**src/rtl/ts_sync_pkg.sv**
```systemverilog
// ts_sync_pkg: shared widths, lock-state encodings and helpers for the sync-time receiver
package ts_sync_pkg;
   localparam int TIME_W = 48;
   typedef enum logic [1:0] {
      ST_UNSYNC  = 2'b00,
      ST_LOCKING = 2'b01,
      ST_LOCKED  = 2'b10
   } state_t;
   function automatic logic [TIME_W-1:0] abs_time(input logic [TIME_W-1:0] v);
      return v[TIME_W-1] ? -v : v;
   endfunction
endpackage

```
**src/rtl/ts_sync_watchdog.sv**
```systemverilog
// ts_sync_watchdog: counts cycles since the last strobe and pulses once when the timeout is reached
module ts_sync_watchdog
   import ts_sync_pkg::*;
#(
   parameter int TIMEOUT_CYC = 4096
) (
   input  logic i_clk,
   input  logic i_rst,
   input  logic i_clear,
   output logic o_expire
);
   localparam int CW = $clog2(TIMEOUT_CYC + 1);
   logic [CW-1:0] cnt;
   // cleared by a strobe, otherwise counts up and parks at the timeout value
   always_ff @(posedge i_clk or posedge i_rst) begin
      if (i_rst) cnt <= '0;
      else if (i_clear) cnt <= '0;
      else if (cnt != CW'(TIMEOUT_CYC)) cnt <= cnt + CW'(1);
   end
   assign o_expire = !i_clear && cnt == CW'(TIMEOUT_CYC - 1);
endmodule

```
**src/rtl/ts_sync_time_receiver.sv**
```systemverilog
// ts_sync_time_receiver: disciplined 48-bit local time with offset reporting and lock tracking
module ts_sync_time_receiver
   import ts_sync_pkg::*;
#(
   parameter int STEP_NS     = 8,
   parameter int MAX_OFF_NS  = 64,
   parameter int LOCK_CNT    = 4,
   parameter int TIMEOUT_CYC = 4096
) (
   input  logic              i_clk,
   input  logic              i_rst,
   input  logic              i_sync_time_wr,
   input  logic [TIME_W-1:0] iv_sync_time,
   output logic [TIME_W-1:0] ov_local_time,
   output logic              o_time_valid,
   output logic [1:0]        ov_state,
   output logic [TIME_W-1:0] ov_offset,
   output logic              o_offset_wr,
   output logic              o_sync_lost,
   output logic [15:0]       ov_update_cnt
);
   localparam int GW = $clog2(LOCK_CNT + 1);
   state_t            state, state_n;
   logic [GW-1:0]     good_cnt, good_cnt_n;
   logic [TIME_W-1:0] off;
   logic              good, expire, lost_n;
   assign off          = iv_sync_time - ov_local_time;
   assign good         = abs_time(off) <= TIME_W'(MAX_OFF_NS);
   assign ov_state     = state;
   assign o_time_valid = state == ST_LOCKED;
   ts_sync_watchdog #(.TIMEOUT_CYC(TIMEOUT_CYC)) u_wdog (
      .i_clk   (i_clk),
      .i_rst   (i_rst),
      .i_clear (i_sync_time_wr),
      .o_expire(expire)
   );
   // local time free-runs, a strobe reloads it and publishes the measured offset
   always_ff @(posedge i_clk or posedge i_rst) begin
      if (i_rst) begin
         ov_local_time <= '0;
         ov_offset     <= '0;
         o_offset_wr   <= 1'b0;
         o_sync_lost   <= 1'b0;
         ov_update_cnt <= '0;
      end else begin
         ov_local_time <= (i_sync_time_wr ? iv_sync_time : ov_local_time) + TIME_W'(STEP_NS);
         o_offset_wr   <= i_sync_time_wr;
         o_sync_lost   <= lost_n;
         ov_update_cnt <= ov_update_cnt + 16'(i_sync_time_wr);
         if (i_sync_time_wr) ov_offset <= off;
      end
   end
   // lock state and consecutive-good counter
   always_ff @(posedge i_clk or posedge i_rst) begin
      if (i_rst) begin
         state    <= ST_UNSYNC;
         good_cnt <= '0;
      end else begin
         state    <= state_n;
         good_cnt <= good_cnt_n;
      end
   end
   // strobes judge the offset; a watchdog expiry without a strobe drops back to UNSYNC
   always_comb begin
      state_n    = state;
      good_cnt_n = good_cnt;
      lost_n     = 1'b0;
      if (i_sync_time_wr) begin
         case (state)
            ST_UNSYNC: begin
               state_n    = ST_LOCKING;
               good_cnt_n = '0;
            end
            ST_LOCKING: begin
               good_cnt_n = good ? good_cnt + GW'(1) : '0;
               if (good && 32'(good_cnt) + 1 == LOCK_CNT) begin
                  state_n    = ST_LOCKED;
                  good_cnt_n = '0;
               end
            end
            ST_LOCKED: if (!good) begin
               state_n    = ST_LOCKING;
               good_cnt_n = '0;
               lost_n     = 1'b1;
            end
            default: begin
               state_n    = ST_UNSYNC;
               good_cnt_n = '0;
            end
         endcase
      end else if (expire && state != ST_UNSYNC) begin
         state_n    = ST_UNSYNC;
         good_cnt_n = '0;
         lost_n     = 1'b1;
      end
   end
endmodule

```
**config.mk**
```make
export PLATFORM = sky130hd
export DESIGN_NAME = ts_sync_time_receiver
export DESIGN_NICKNAME = d
export VERILOG_FILES = /design/src/rtl/ts_sync_pkg.sv /design/src/rtl/ts_sync_watchdog.sv /design/src/rtl/ts_sync_time_receiver.sv
export SDC_FILE = /design/constraint.sdc
export NUM_CORES = 1
export LEC_CHECK = 0
export CAP_MARGIN = 0
export CORE_ASPECT_RATIO = 1.2
export CORE_UTILIZATION = 45
export DETAILED_ROUTE_END_ITERATION = 8
export PLACE_DENSITY = 0.75
export SYNTH_ARGS = -nofsm -noshare
export SYNTH_HDL_FRONTEND = slang
export SYNTH_SLANG_ARGS = --single-unit
```
**constraint.sdc**
```tcl
create_clock -name i_clk -period 10.85 [get_ports i_clk]
set_clock_uncertainty 0.05 [all_clocks]
set_input_delay 1.6275 -clock i_clk [delete_from_list [all_inputs] [get_ports i_clk]]
set_output_delay 1.6275 -clock i_clk [all_outputs]
set_load 0.01 [all_outputs]
```
==> results by group, run 1 <==
CTS
  – CTS clk-pin slew, worst paths: 0.06 ns
  – Post-CTS Setup Bufs: 0
  – # H-tree levels: 4
  – CTS tree: built
  – Total CTS buffers: 17
  – Post-CTS Resized: 0
  – Post-CTS Hold Buffers: 0
  – Skew-Pair Late Insertion Delay: 0.44 ns
  – Clock Tree Root: clkbuf_16
  – # clock sinks: 132
  – Max Buffers Root-to-Sink: 2

Detailed routing
  – Via count: 11.4k
  – # DRC: 0
  – Total Wirelength: 36000 um
  – Wire length per cell: 19.3 um
  – Routed Antenna Nets: 0
  – DR iter-0 viols: 734
  – Vias per inst: 6.15
  – DRT Pass-1 Iters: 7

STA
  – Min Clock Period, post-route: 6.80 ns
  – Fin. Hold Viols: 0
  – FMAX: 147 MHz
  – Final Cycle Share: 0.626
  – Max_slew headroom: 0.397
  – Fin. max-slew vios: 0
  – Actual slew at the worst max-slew pin: 0.897 ns
  – Final setup fails: 0
  – RSZ-0062 raised after global routing: no
  – Total negative setup slack: 0 ns

Cells and area
  – Most frequent cells in the layout: clkdlybuf4s50_1 (166), nand2_1 (141), dfrtp_1 (132)
  – Layout cells sized above 1: 0.0872
  – Nets: 1631
  – Final core utilization: 0.561
  – Area growth syn-to-layout: 21.0%
  – Commonest non-fill, non-tap cell in the layout: clkdlybuf4s50_1
  – Design Area, Final: 14000 um^2
  – Number of antenna cells inserted: 0

Worst hold path
  – Hold/Removal Path Class: reg2reg
  – Worst Hold Launch: ov_update_cnt[15]
  – Worst hold path cell count: 1
  – Hold Path End: ov_update_cnt[15]

GRT
  – Vias in the first global route: 10.9k
  – Total Routing Usage GR: 0.276
  – First-pass GRT wire length: 57200 um
  – Pin count of the biggest net entering global routing: 90
  – Grt total ovfl: 0
  – Initial antenna violation count: 0

Synthesis
  – Synth cell types: 104
  – Number of flops mapped to enable cells by yosys: 0
  – Syn_area_per_cell: 8.31 um^2
  – Synth area leaders: dfrtp_1 (29%), ha_1 (5.7%), nand2_1 (4.6%)
  – Synth Area in XOR/XNOR: 0.0771
  – Syn nets: 1500
  – Commonest register cell after synthesis: dfrtp_1
  – Seq cells post-synth: 132
  – Complex-gate fraction of the synthesized area: 0.216
  – Combinational family with the most area after synthesis: simple AND/OR/NAND/NOR gates
  – Simple-Gate Fraction of Synth Area: 0.247
  – Mux share of post-synthesis cell area: 0.0685
  – Ys async rst share: 1.00
  – Post-Synthesis Cells: 1395
  – Post-synth top area cell: dfrtp_1
  – Adder-Cell Fraction of Synth Area: 0.0590
  – Ys Warns: 0
  – Post-synthesis cell area: 11600 um^2
  – Seq/Total Area, Yosys: 0.285
  – Share of the synthesized area in the top cell type: 0.285

Floorplan
  – Die Width: 148 um
  – Total I/O pin count: 168
  – Row count: 63
  – Core Region: 25000 um^2
  – Die ar.: 26400 um^2
  – Die Ht: 178 um
  – Initial core utilization: 0.464

Setup path
  – FF-to-FF End: good_cnt[1]
  – Reg-to-reg startpoint: ov_local_time[1]
  – Crit path capture type: flip-flop
  – Max FO, Critical Path: 7
  – WP data arrival: 7.09 ns
  – R2R Setup Slk: 5.31 ns
  – Crit path launch type: input port
  – CP Class: in2reg
  – WP data required: 11.15 ns
  – FF-to-FF path depth: 16

Placed design
  – RD Place Congestion: 0.991
  – # port buffers: 167
  – Final HPWL DP: 27800 um
  – Placed cell area: 13400 um^2

Pwr
  – Leak Pwr: 5.61 nW
  – Power density over the cells: 169 nW/um^2
  – Maximum vdd ir drop: 0.000115 V

Status
  – Status: finished clean

Flow run
  – Maxcap violations: 0
[metal layers]
| layer | GRT usage | part of all wire | vias to the layer above |
|---|---|---|---|
| met5 | 0 | 0 | - |
| met4 | 0.141 | 0.045 | 0 |
| met3 | 0.0473 | 0.056 | 101 |
| met2 | 0.463 | 0.47 | 447 |
| met1 | 0.337 | 0.42 | 5482 |
| li1 | - | - | 5419 |
[critical path, stage by stage]
cell and delay [ns]:
clkdlybuf4s50_1 0.47, inv_1 0.05, ha_1 0.23, fa_1 0.41, and2b_4 0.31, o211ai_2 0.11
a2111o_1 0.53, and3_1 0.23, nor3b_1 0.43, o22ai_1 0.29, nor3_2 0.50, nand4_2 0.21
or4_1 0.51, a211o_1 0.31, a211oi_2 0.27, and4_4 0.29, a31oi_1 0.10, o22ai_1 0.22
[worst max path at each step]
stage / cells past startpoint / from / slack, ns / end
finish: 18 / iv_sync_time[0] / 4.05 / good_cnt[1]
global route: 15 / iv_sync_time[4] / 3.59 / good_cnt[1]
CTS: 18 / iv_sync_time[0] / 4.14 / good_cnt[1]
detailed placement: 18 / iv_sync_time[0] / 3.73 / good_cnt[1]
global placement: 18 / iv_sync_time[0] / 3.80 / good_cnt[0]
floorplan: 23 / i_sync_time_wr / 3.60 / ov_local_time[47]
[synth_stat cells, types with 9 or more instances]
cell      count
a211oi_1     18
a21o_1       12
a21oi_1      83
a31oi_1      12
a32oi_1      10
and2_1       11
and3_1       20
and4_1       17
buf_2        17
clkbuf_1     31
dfrtp_1     132
ha_1         53
inv_1        70
mux2_2       42
mux2i_1      32
nand2_1     141
nand2b_1      9
nand3_1      46
nand4_1      28
nor2_1      120
nor2b_1      11
nor3_1       47
nor4_1       14
o21a_1       10
o21ai_0      69
o21ai_1      13
or3_1        17
xnor2_1      52
xor2_1       50
[report_power, final]
| part | internal [W] | total [W] | switching, W |
|---|---|---|---|
| combinational | 0.000465 | 0.00110 | 0.000631 |
| clock | 0.000373 | 0.000618 | 0.000245 |
| sequential | 0.000587 | 0.000657 | 0.0000693 |
[sequential cells by signal (all words and copies together) (netlist names)]
name / flops
ov_update_cnt: 16
o_sync_lost: 1
o_offset_wr: 1
ov_local_time: 48
u_wdog.cnt: 13
good_cnt: 3
ov_offset: 48
ov_state: 2
[cells by family (layout without fill, tap and decap cells)]
kind of cell    Yosys count  in the layout
flops                   132            132
simple gates            543            543
mux                      74             74
buf+inv                 130            272
compound gates          360            360
fa+ha+maj                54             54
xor+xnor                102            102
[final cells by class]
cell class / count / area (um^2)
clock inverter: 11 / 153
timing repair buffer: 172 / 1710
sequential: 132 / 3300
multi-input combinational: 1133 / 7730
inverter: 70 / 268
clock buffer: 19 / 453
tap: 325 / 407
fill: 2326 / 11000
[through the flow]
stage	hold WS (ns)	setup slack, ns	power, W	cells
6_report	0.415	4.05	0.00237	1862
3_3_place_gp	0.410	3.80	0.00173	1832
4_1_cts	0.419	4.14	0.00237	1862
2_1_floorplan	0.405	3.60	0.00131	1395
5_1_grt	0.427	3.59	0.00249	1862
3_5_place_dp	0.409	3.73	0.00174	1832
No activity file was read; power rests on OpenSTA's default activity.
==> run 2, diff against run 1 <==
- PLACE_DENSITY: 0.75 -> 0.78
- clock period: 10.85 -> 6.24 ns (I/O delays scaled with it)
==> run 2 against run 1 <==
Compared with the run above: critical path depth unchanged; combinational power up 79%; utilization grew 0.93 points; power increased by 74%; largest cell class unchanged; largest power group unchanged.
==> results by group, run 2 (synthesis results as in run 1) <==
STA
  – Fin. Hold Viols: 0 (unchanged)
  – Actual slew at the worst max-slew pin: 1.05 ns (was 0.897 ns)
  – Min Clock Period, post-route: 5.81 ns
  – Fin. max-slew vios: 0 (unchanged)
  – Total negative setup slack: 0 ns (unchanged)
  – WHS: 0.426 ns (was 0.415 ns)
  – RSZ-0062 raised after global routing: no (unchanged)
  – Final Cycle Share: 0.931
  – FMAX: 172 MHz
  – Final setup fails: 0 (unchanged)
  – Max_slew headroom: 0.295 (was 0.397)

CTS
  – Post-CTS Setup Bufs: 0 (unchanged)
  – # H-tree levels: 4 (unchanged)
  – Post-CTS Resized: 0 (unchanged)
  – Total CTS buffers: 17 (unchanged)
  – Clock Tree Root: clkbuf_16 (unchanged)
  – Post-CTS Hold Buffers: 0 (unchanged)
  – Skew-Pair Late Insertion Delay: 0.43 ns (was 0.44 ns)
  – CTS tree: built (unchanged)
  – # clock sinks: 132 (unchanged)
  – Max Buffers Root-to-Sink: 2 (unchanged)
  – CTS clk-pin slew, worst paths: 0.06 ns (about the same)

Placed design
  – Placed cell area: 13700 um^2 (was 13400 um^2)
  – RD Place Congestion: 0.979 (was 0.991)
  – Final HPWL DP: 28200 um (was 27800 um)
  – # port buffers: 167 (unchanged)

Floorplan
  – Total I/O pin count: 168 (unchanged)
  – Initial core utilization: 0.464 (unchanged)
  – Die Ht: 178 um (unchanged)
  – Row count: 63 (unchanged)
  – Core Region: 25000 um^2 (unchanged)
  – Die Width: 148 um (unchanged)
  – Die ar.: 26400 um^2 (unchanged)

Pwr
  – Maximum vdd ir drop: 0.000199 V (was 0.000115 V)
  – Power density over the cells: 290 nW/um^2 (was 169 nW/um^2)
  – Leak Pwr: 5.76 nW (was 5.61 nW)
  – Overall power: 0.00413 W (was 0.00237 W)

Cells and area
  – Layout fillers: 2282 (was 2326)
  – Final core utilization: 0.570 (was 0.561)
  – Biggest regs: ov_local_time: 48 flops, ov_offset: 48 flops, ov_update_cnt: 16 flops (unchanged)
  – Number of antenna cells inserted: 0 (unchanged)
  – Design Area, Final: 14300 um^2 (was 14000 um^2)
  – Most frequent cells in the layout: clkdlybuf4s50_1 (166), nand2_1 (141), dfrtp_1 (132) (unchanged)
  – Nets: 1665 (was 1631)
  – Commonest non-fill, non-tap cell in the layout: clkdlybuf4s50_1 (unchanged)
  – Area growth syn-to-layout: 23.0% (was 21.0%)
  – Layout cells sized above 1: 0.107 (was 0.0872)

Detailed routing
  – Routed Antenna Nets: 0 (unchanged)
  – DRT Pass-1 Iters: 6 (was 7)
  – # DRC: 0 (unchanged)
  – Total Wirelength: 36000 um (about the same)
  – Vias per inst: 6.09 (was 6.15)
  – Wire length per cell: 19.0 um (was 19.3 um)
  – DR iter-0 viols: 888 (was 734)
  – Via count: 11.6k (was 11.4k)

GRT
  – Total Routing Usage GR: 0.279 (was 0.276)
  – Initial antenna violation count: 0 (unchanged)
  – Grt total ovfl: 0 (unchanged)
  – Vias in the first global route: 11.3k (was 10.9k)
  – First-pass GRT wire length: 58300 um (was 57200 um)
  – Pin count of the biggest net entering global routing: 85 (was 90)

Flow run
  – Maxcap violations: 0 (unchanged)

Status
  – Status: finished clean (unchanged)

Worst hold path
  – Hold/Removal Path Class: reg2reg (unchanged)

Setup path
  – Crit path capture type: flip-flop (unchanged)
  – Crit path launch type: input port (unchanged)
  – WP data arrival: 6.11 ns (was 7.09 ns)
  – Max FO, Critical Path: 7 (unchanged)
  – CP Class: in2reg (unchanged)
  – WP data required: 6.54 ns (was 11.15 ns)
==> run 2: final timing paths <==
kind / to / slack, ns / start / depth (start not counted)
max reg2reg: good_cnt[0] / 1.05 / ov_local_time[0] / 16
max: good_cnt[0] / 0.43 / iv_sync_time[0] / 18
min reg2reg: ov_update_cnt[15] / 0.43 / ov_update_cnt[15] / 1
min in group asynchronous: ov_offset[18] / 0.95 / i_rst / 2
max in group asynchronous: ov_local_time[26] / 4.05 / i_rst / 3
min: ov_update_cnt[15] / 0.43 / ov_update_cnt[15] / 1
==> run 2: worst max-delay path, stage by stage <==
cell and delay [ns]:
clkdlybuf4s50_1 0.47, inv_1 0.05, ha_1 0.23, fa_1 0.43, and2b_4 0.30, o211ai_2 0.12
a2111o_1 0.53, o21ai_1 0.18, nor3_1 0.10, or4_4 0.56, nor4b_1 0.53, nand4_1 0.21
a2111oi_0 0.41, a211oi_1 0.13, a2111oi_1 0.33, and4_4 0.30, nand4_1 0.12, mux2i_1 0.18
==> run 2: cell type report <==
cell class / instances / area (um^2) / area share
clock buffers: 18 / 429 / 0.0301
clock inverters: 14 / 153 / 0.0107
inverters: 70 / 268 / 0.0188
multi-input cells: 1133 / 7730 / 0.542
flip-flops and latches: 132 / 3300 / 0.232
well taps: 325 / 407 / 0.0285
repair buffers: 206 / 1970 / 0.138
==> run 2: power by group <==
group	switching, W	internal, W	total, W
Combinational	0.00111	0.000859	0.00197
Sequential	0.000119	0.00102	0.00114
Clock	0.000428	0.000594	0.00102
==> run 2: per-stage QoR <==
| step | std cells | setup WS (ns) |
|---|---|---|
| 2_1_floorplan | 1395 | 0.0605 |
| 4_1_cts | 1898 | 0.525 |
| 3_3_place_gp | 1866 | 0.239 |
| 6_report | 1898 | 0.432 |
| 5_1_grt | 1898 | 0.0831 |
| 3_5_place_dp | 1866 | 0.0764 |
==> run 2: metal layers <==
| metal | global-route usage | share of wire | up-vias |
|---|---|---|---|
| li1 | - | - | 5487 |
| met1 | 0.333 | 0.41 | 5557 |
| met2 | 0.485 | 0.49 | 419 |
| met3 | 0.0494 | 0.058 | 90 |
| met4 | 0.127 | 0.036 | 0 |
| met5 | 0 | 0 | - |
==> run 3, diff against run 2 <==
- CELL_PAD_IN_SITES_DETAIL_PLACEMENT: not set -> 1
- CELL_PAD_IN_SITES_GLOBAL_PLACEMENT: not set -> 2
- CORE_UTILIZATION: 45 -> 30
- PLACE_DENSITY: 0.78 -> 0.85
==> run 3 against run 2 <==
Compared with the run above: first-iteration DRC count fell by 43%; highest routed layer unchanged; non-clock buffer count rose by 46; register-to-register slack got worse by 0.02 ns; sequential share of layout area fell by 0.88 points; die area rose by 49%; sequential power barely moved; via count rose by 0.69%; design area rose by 4.0%; combinational power rose by 6%; clock-buffer cell count fell by 1; wire length rose by 18%; utilization fell by 18 points.
==> results by group, run 3 (synthesis results as in run 1) <==
Status
  – Status: finished clean (unchanged)

Floorplan
  – Die Ht: 217 um (was 178 um)
  – Initial core utilization: 0.305 (was 0.464)
  – Die ar.: 39400 um^2 (was 26400 um^2)
  – Row count: 78 (was 63)
  – Total I/O pin count: 168 (unchanged)
  – Core Region: 38000 um^2 (was 25000 um^2)
  – Die Width: 181 um (was 148 um)

Cells and area
  – Layout cells sized above 1: 0.134 (was 0.107)
  – Layout fillers: 4531 (was 2282)
  – Commonest non-fill, non-tap cell in the layout: clkdlybuf4s50_1 (unchanged)
  – Multi-input logic area: 7730 um^2 (about the same)
  – Area growth syn-to-layout: 27.9% (was 23.0%)
  – Nets: 1711 (was 1665)
  – Biggest regs: ov_local_time: 48 flops, ov_offset: 48 flops, ov_update_cnt: 16 flops (unchanged)
  – Sequential Area: 3300 um^2 (unchanged)
  – Non-filler cells, final: 2099 (was 1898)
  – Design Area, Final: 14800 um^2 (was 14300 um^2)
  – Number of antenna cells inserted: 0 (unchanged)
  – Final core utilization: 0.390 (was 0.570)
  – Most frequent cells in the layout: clkdlybuf4s50_1 (166), nand2_1 (141), dfrtp_1 (132) (unchanged)

Setup path
  – CP Class: in2reg (unchanged)
  – Max FO, Critical Path: 7 (unchanged)
  – Crit path launch type: input port (unchanged)
  – WP data required: 6.56 ns (was 6.54 ns)
  – Crit path capture type: flip-flop (unchanged)
  – WP data arrival: 6.12 ns (was 6.11 ns)

STA
  – RSZ-0062 raised after global routing: no (unchanged)
  – Fin. Hold Viols: 0 (unchanged)
  – Min Clock Period, post-route: 5.80 ns (was 5.81 ns)
  – Final Cycle Share: 0.930 (was 0.931)
  – WHS: 0.424 ns (was 0.426 ns)
  – Final setup fails: 0 (unchanged)
  – Fin. max-slew vios: 0 (unchanged)
  – Max_slew headroom: 0.328 (was 0.295)
  – Total negative setup slack: 0 ns (unchanged)
  – Actual slew at the worst max-slew pin: 1.00 ns (was 1.05 ns)
  – FMAX: 172 MHz (about the same)

Placed design
  – RD Place Congestion: 0.874 (was 0.979)
  – Placed cell area: 14200 um^2 (was 13700 um^2)
  – Final HPWL DP: 34700 um (was 28200 um)
  – # port buffers: 167 (unchanged)
  – Placed cells: 2067 (was 1866)

CTS
  – Max Buffers Root-to-Sink: 2 (unchanged)
  – Clock Tree Root: clkbuf_16 (unchanged)
  – Post-CTS Setup Bufs: 0 (unchanged)
  – # clock sinks: 132 (unchanged)
  – Post-CTS Resized: 0 (unchanged)
  – Skew-Pair Late Insertion Delay: 0.47 ns (was 0.43 ns)
  – CTS clk-pin slew, worst paths: 0.06 ns (about the same)
  – Total CTS buffers: 17 (unchanged)
  – CTS tree: built (unchanged)
  – Post-CTS Hold Buffers: 0 (unchanged)
  – # H-tree levels: 4 (unchanged)

Detailed routing
  – # DRC: 0 (unchanged)
  – DR iter-0 viols: 508 (was 888)
  – Wire length per cell: 20.2 um (was 19.0 um)
  – Met1 wire length: 17400 um (was 14900 um)
  – Total Wirelength: 42400 um (was 36000 um)
  – DRT Pass-1 Iters: 5 (was 6)
  – Via count: 11.6k (about the same)
  – Routed Antenna Nets: 0 (unchanged)
  – Met2 WL: 22300 um (was 17700 um)
  – Vias per inst: 5.54 (was 6.09)
  – Uppermost layer routed: met4 (unchanged)
  – Met3 wire length: 1510 um (was 2070 um)

GRT
  – First-pass GRT wire length: 68100 um (was 58300 um)
  – Vias in the first global route: 12.3k (was 11.3k)
  – Pin count of the biggest net entering global routing: 91 (was 85)
  – Grt total ovfl: 0 (unchanged)
  – Initial antenna violation count: 0 (unchanged)
  – Total Routing Usage GR: 0.220 (was 0.279)

Pwr
  – Power density over the cells: 285 nW/um^2 (was 290 nW/um^2)
  – Maximum vdd ir drop: 0.000232 V (was 0.000199 V)
  – Leak Pwr: 5.99 nW (was 5.76 nW)

Flow run
  – Maxcap violations: 0 (unchanged)

Worst hold path
  – Hold/Removal Path Class: reg2reg (unchanged)
run 3: changes by cell type in the layout (fill, tap and decap cells not counted), moves of 2 or more:
cell        change
buf_4          +45
clkinv_2        -3
clkinv_8        +3
inv_8           +3
bufinv_16       -2
clkinv_4        +2
clkinvlp_4      -2
run 3: final cells by class:
| cell class | instances | area share |
|---|---|---|
| clock buffers | 17 | 0.0287 |
| clock inverters | 15 | 0.0110 |
| inverters | 70 | 0.0181 |
| multi-input cells | 1133 | 0.522 |
| flip-flops and latches | 132 | 0.223 |
| well taps | 480 | 0.0405 |
| repair buffers | 252 | 0.157 |
run 3: worst max-delay path, stage by stage:
cell and delay, ns:
clkdlybuf4s50_1 0.47, inv_1 0.05, ha_1 0.24, fa_1 0.41, and2b_4 0.29, o211ai_2 0.12, a2111o_1 0.55, a31o_1 0.28
a21oi_1 0.22, o32a_1 0.23, nor4b_1 0.66, nand2_1 0.16, o41a_1 0.40, o21a_1 0.17, nor3_1 0.31, and4_4 0.31
a31oi_1 0.12, o22ai_1 0.20
run 3: routing by layer:
layer | global-route usage | vias up
met5 | 0 | -
met4 | 0.0836 | 0
met3 | 0.0397 | 66
met2 | 0.409 | 217
met1 | 0.248 | 5780
li1 | - | 5570
run 3: metrics by stage:
stage | total power, W | setup WS [ns]
after global routing | 0.00449 | 0.0437
after global placement | 0.00320 | 0.132
after CTS | 0.00427 | 0.492
after detailed placement | 0.00324 | 0.00642
final | 0.00423 | 0.439
after floorplan | 0.00228 | 0.0605
run 3: where the power goes:
group	switching, W	total (W)	internal (W)
clock network	0.000474	0.00101	0.000533
logic	0.00117	0.00208	0.000912
registers	0.000123	0.00114	0.00102
total	0.00176	0.00423	0.00247
run 3: path summary, 6_finish.rpt:
| kind | from | end | slack, ns | depth (start not counted) |
|---|---|---|---|---|
| max | iv_sync_time[0] | good_cnt[1] | 0.44 | 18 |
| min | ov_update_cnt[15] | ov_update_cnt[15] | 0.42 | 1 |
| max reg2reg | ov_local_time[0] | good_cnt[1] | 1.03 | 16 |
| min reg2reg | ov_update_cnt[15] | ov_update_cnt[15] | 0.42 | 1 |
| max in group asynchronous | i_rst | ov_local_time[26] | 4.02 | 3 |
| min in group asynchronous | i_rst | ov_offset[17] | 0.94 | 2 |
